## src/rtl/solver_job_feeder.sv

```systemverilog
// Feeds job descriptors (header + real/imag limbs of c) into the solver, starts it, returns tagged result.
// Optional feature macro SOLVER_CYCLE_COUNT_EN: report the solve cycle count on res_cycles.
module solver_job_feeder #(
  parameter int LIMB_INDEX_BITS = 6,
  parameter int LIMB_BITS       = 32,
  parameter int TAG_BITS        = 8
) (
  input  logic                       clock,
  input  logic                       reset,
  input  logic                       in_valid,
  output logic                       in_ready,
  input  logic [LIMB_BITS-1:0]       in_data,
  output logic                       wr_real_en,
  output logic                       wr_imag_en,
  output logic [LIMB_INDEX_BITS-1:0] wr_ind,
  output logic [LIMB_BITS-1:0]       c_wr_data,
  output logic                       wr_num_limbs_en,
  output logic [LIMB_INDEX_BITS-1:0] num_limbs_data,
  output logic                       wr_iter_lim_en,
  output logic [15:0]                iter_lim_data,
  output logic                       start,
  input  logic                       solver_done,
  input  logic [15:0]                solver_count,
  output logic                       res_valid,
  input  logic                       res_ready,
  output logic [15:0]                res_count,
  output logic [TAG_BITS-1:0]        res_tag,
  output logic                       res_err,
  output logic [31:0]                res_cycles
);

  typedef enum logic [2:0] {HDR, RE, IM, ISSUE, WAIT, RESULT} state_t;

  localparam logic [LIMB_INDEX_BITS-1:0] ONE = LIMB_INDEX_BITS'(1);

  state_t                     state;
  logic [LIMB_INDEX_BITS-1:0] idx;
  logic [TAG_BITS-1:0]        tag;
  logic                       accept;
  logic                       slot_free;
  logic                       last_limb;
  logic [31:0]                cycles_snapshot;

  assign accept    = in_valid & in_ready;
  // The result slot can take a new entry if empty or being drained this very cycle.
  assign slot_free = !res_valid || res_ready;
  // num_limbs_data doubles as the latched N for the running descriptor.
  assign last_limb = (idx == num_limbs_data - ONE);

`ifdef SOLVER_CYCLE_COUNT_EN
  logic [31:0] cycle_count;

  // Zero while start is high, then counts every WAIT cycle; saturates.
  always_ff @(posedge clock) begin
    if (reset) begin
      cycle_count <= '0;
    end else if (state == ISSUE && slot_free) begin
      cycle_count <= '0;
    end else if (state == WAIT && cycle_count != '1) begin
      cycle_count <= cycle_count + 32'd1;
    end
  end

  assign cycles_snapshot = cycle_count;
`else
  assign cycles_snapshot = '0;
`endif

  always_ff @(posedge clock) begin
    if (reset) begin
      state           <= HDR;
      idx             <= '0;
      tag             <= '0;
      in_ready        <= 1'b0;
      wr_real_en      <= 1'b0;
      wr_imag_en      <= 1'b0;
      wr_ind          <= '0;
      c_wr_data       <= '0;
      wr_num_limbs_en <= 1'b0;
      num_limbs_data  <= '0;
      wr_iter_lim_en  <= 1'b0;
      iter_lim_data   <= '0;
      start           <= 1'b0;
      res_valid       <= 1'b0;
      res_count       <= '0;
      res_tag         <= '0;
      res_err         <= 1'b0;
      res_cycles      <= '0;
    end else begin
      wr_real_en      <= 1'b0;
      wr_imag_en      <= 1'b0;
      wr_num_limbs_en <= 1'b0;
      wr_iter_lim_en  <= 1'b0;
      start           <= 1'b0;
      if (res_valid && res_ready) begin
        res_valid <= 1'b0;
      end

      case (state)
        HDR: begin
          in_ready <= 1'b1;
          if (accept) begin
            iter_lim_data   <= in_data[15:0];
            num_limbs_data  <= in_data[16 +: LIMB_INDEX_BITS];
            tag             <= in_data[24 +: TAG_BITS];
            wr_num_limbs_en <= 1'b1;
            wr_iter_lim_en  <= 1'b1;
            idx             <= '0;
            if (in_data[16 +: LIMB_INDEX_BITS] == '0) begin
              in_ready <= 1'b0;
              state    <= RESULT;
            end else begin
              state <= RE;
            end
          end
        end

        RE: begin
          in_ready <= 1'b1;
          if (accept) begin
            wr_real_en <= 1'b1;
            wr_ind     <= idx;
            c_wr_data  <= in_data;
            if (last_limb) begin
              idx   <= '0;
              state <= IM;
            end else begin
              idx <= idx + ONE;
            end
          end
        end

        IM: begin
          in_ready <= 1'b1;
          if (accept) begin
            wr_imag_en <= 1'b1;
            wr_ind     <= idx;
            c_wr_data  <= in_data;
            if (last_limb) begin
              idx      <= '0;
              in_ready <= 1'b0;
              state    <= ISSUE;
            end else begin
              idx <= idx + ONE;
            end
          end
        end

        ISSUE: begin
          in_ready <= 1'b0;
          if (slot_free) begin
            start <= 1'b1;
            state <= WAIT;
          end
        end

        // solver_done may still show the previous result while start is high, so skip that cycle.
        WAIT: begin
          in_ready <= 1'b0;
          if (!start && solver_done) begin
            res_valid  <= 1'b1;
            res_count  <= solver_count;
            res_tag    <= tag;
            res_err    <= 1'b0;
            res_cycles <= cycles_snapshot;
            in_ready   <= 1'b1;
            state      <= HDR;
          end
        end

        RESULT: begin
          in_ready <= 1'b0;
          if (slot_free) begin
            res_valid  <= 1'b1;
            res_count  <= '0;
            res_tag    <= tag;
            res_err    <= 1'b1;
            res_cycles <= '0;
            in_ready   <= 1'b1;
            state      <= HDR;
          end
        end

        default: begin
          in_ready <= 1'b0;
          state    <= HDR;
        end
      endcase
    end
  end

endmodule
```

## config.mk

```make
export PLATFORM = sky130hd
export DESIGN_NAME = solver_job_feeder
export DESIGN_NICKNAME = d
export VERILOG_FILES = /design/src/rtl/solver_job_feeder.sv
export SDC_FILE = /design/constraint.sdc
export NUM_CORES = 1
export LEC_CHECK = 0
export CAP_MARGIN = 20
export CORE_MARGIN = 2
export CORE_UTILIZATION = 43
export DETAILED_ROUTE_END_ITERATION = 7
export MAX_ROUTING_LAYER = met4
export PLACE_DENSITY = 0.79
export RECOVER_POWER = 50
export SETUP_SLACK_MARGIN = 0.4
export SLEW_MARGIN = 10
export SYNTH_ARGS = -nofsm -noshare
export SYNTH_HDL_FRONTEND = slang
export SYNTH_SLANG_ARGS = --single-unit
```

## constraint.sdc

```tcl
create_clock -name clock -period 2.4 [get_ports clock]
set_input_delay 0.48 -clock clock [delete_from_list [all_inputs] [get_ports clock]]
set_output_delay 0.48 -clock clock [all_outputs]
set_load 0.005 [all_outputs]
```

==> results by group <==
Clocking
  – Clock sinks: 108
  – CTS max path bufs: 2
  – Root buffer cell: clkbuf_8
  – CTS tree: yes
  – Hold_buf cts: 0
  – Htree depth: 3
  – Clock Pin Slew Worst Setup and Hold Paths: 0.11 ns
  – CTS buffer count: 9
  – Clock Latency Late Sink: 0.36 ns

STA
  – Tcrit/Tclk final: 83.9%
  – Final hold vios: 0
  – Worst slew pin tran: 0.587 ns
  – Period minus WS final: 2.01 ns
  – Max Slew Vio Count: 0
  – Final setup vio count: 0
  – Worst slew margin: 60.5%
  – RSZ-0062 raised after global routing: false
  – Total negative setup slack: 0 ns
  – Skew final: 0.00915 ns
  – FMAX: 497 MHz

Synth
  – Most numerous cell in the Yosys netlist: nand2_1
  – Synth async-reset ratio: 0%
  – Post-synth top cells: 148 x nand2_1, 108 x dfxtp_1, 78 x a21oi_1, 40 x nor2_1, 34 x buf_4
  – Area leader, netlist: dfxtp_1
  – Synthesized area per cell: 8.23 sq um
  – Unique masters post-synth: 52
  – Synth Register Bits: 108
  – Main flop type after synthesis: dfxtp_1
  – Top-area cell type share of the netlist area: 48.6%
  – Cell Area, Synth: approximately 4400 sq um
  – Register area share after synthesis: 48.6%
  – Ranking of synthesized cells by area: dfxtp_1 49%, nand2_1 12%, a21oi_1 8.8%
  – Post-synth EDFFs: 0
  – Synth Warn #: 0
  – Post-Synthesis Cells: 540

Worst hold path
  – Hold Crit Class: register to register

Setup path
  – Startpoint Class: register
  – Crit end category: register
  – Critical Path AT: 2.28 ns
  – CP max FO: 7
  – Req. time, crit path: 2.66 ns
  – Flop-to-flop setup slack: 0.39 ns
  – Worst Setup Path Type: register to register

Global route
  – Overall global routing resource usage: between 20% and 30%
  – Vias in the first global route: 3966
  – First-pass GRT wire length: 18400 um
  – Initial antenna violation count: 0
  – Largest net degree at the start of global routing: 59
  – Global route overflow: 0

Floorplanning
  – Core ar.: 10200 sq um
  – Die X: 106 um
  – Height of the die: 106 um
  – Die area: ~11000 sq um
  – Row cnt: 37
  – Top Ports: about 180
  – Initial Utilization: 43.6%

Power
  – Peak supply drop: 0.334 mV
  – Cell Pwr Density: 543 nW/um^2
  – Total power: 3.29 mW
  – Leakage Power: 2.53 nW

Routing
  – 1st-pass router iterations: 4
  – Drt wl/cell: 14.1 um
  – Routed Antenna Nets: 0
  – Final WL: around 11000 um
  – Via/cell ratio: 4.94
  – Number of DRC markers in iteration 0: 234
  – DR DRC count: 0
  – Via count: 3985

Place
  – HPWL after DPL: 8020 um
  – Gpl congestion: 0.804
  – Port Buf Inserts: 144

Layout
  – Share of layout cells above drive strength 1: 5.96%
  – Nets: 721
  – Antenna diodes: 0
  – Area Growth Syn to Fin: 36.4%

Outcome
  – Outcome: completed

Flow run
  – Max cap viols: 0
==> worst paths after layout <==
check	start	end	cells past startpoint
worst min register to register	c_wr_data[17]	c_wr_data[17]	2
worst max-delay path	num_limbs_data[0]	idx[2]	8
worst max register to register	num_limbs_data[0]	idx[2]	8
worst min-delay path	c_wr_data[17]	c_wr_data[17]	2
==> cells in the final DEF, fill, tap and decap left out, types with 6 or more instances in the layout <==
master	netlist	final
clkdlybuf4s50_1	0	56
conb_1	1	32
a22oi_1	17	17
dfxtp_1	108	108
a21oi_1	78	78
dlygate4sd3_1	0	87
nor2_1	40	39
buf_4	34	7
xnor2_1	6	6
clkbuf_8	0	9
nand2_1	148	148
mux2i_1	8	8
==> metrics by stage <==
stage / setup slack, ns / util [%] / hold WS (ns) / std cells / area [sq um]
2_1_floorplan: 0.645 / - / 0.436 / 571 / 4560
3_5_place_dp: 0.157 / 57.5 / 0.449 / 790 / 5860
3_3_place_gp: 0.215 / 57.5 / 0.442 / 790 / 5860
6_report: 0.387 / 59.5 / 0.459 / 807 / 6060
4_1_cts: 0.445 / 59.5 / 0.466 / 806 / 6060
5_1_grt: 0.243 / 59.5 / 0.476 / 807 / 6060
==> logic make-up (layout without fill, tap and decap cells) <==
kind of cell | Yosys count | after routing | share of synthesized area, %
AND/OR/NAND/NOR | 217 | 217 | 20.9
AO/OA/AOI/OAI | 118 | 118 | 16.0
flip-flops | 108 | 108 | 48.6
buffers and inverters | 75 | 175 | 9.91
XOR/XNOR | 11 | 11 | 2.17
multiplexers | 8 | 8 | 1.80
adder cells (fa/ha/maj) | 2 | 2 | 0.563
other | 1 | 32 | 0.0844
==> final cells by class <==
type	instances	area (sq um)
clock buffers	9	124
repair buffers	153	1540
well taps	136	170
inverters	6	22.5
flip-flops and latches	108	2160
clock inverters	7	78.8
multi-input cells	388	1960
fillers	908	4120
==> worst max-delay path: stages (launching register included) <==
cell and delay (ns):
dfxtp_1 0.43, inv_1 0.07, ha_1 0.24, nand2b_1 0.17, o211a_1 0.15, o31ai_2 0.22, a41o_1 0.37, o21ai_1 0.09
a21o_1 0.17
==> state kept, by name (all words and copies together) (netlist names), 3 cells and up <==
| register | cells |
|---|---|
| res_tag | 8 |
| num_limbs_data | 6 |
| wr_ind | 6 |
| iter_lim_data | 16 |
| idx | 6 |
| c_wr_data | 32 |
| res_count | 16 |
| state | 3 |
| tag | 8 |
==> power breakdown <==
part / total, mW / switching [mW] / internal, mW
Combinational: 0.344 / 0.170 / 0.174
Clock: 1.09 / 0.674 / 0.416
Sequential: 1.86 / 0.0303 / 1.83
==> layer usage <==
metal  up-vias  track usage (%)  part of all wire, %
li1       1978                -                    -
met1      1869             23.6                   41
met2       134             35.7                   50
met3         4             6.37                  7.9
met4         0             4.89                 0.40
met5         -                -                    0
==> timing repair <==
action                                 4_1_cts  5_1_grt
pin swaps                                    0        1
setup buffers                                0        1
gates resized for setup                      1        3
endpoints found under the hold margin        0        0
cloned                                       0        0
setup endpoints to repair                    1        5
Power figures use the tool's default switching activity.
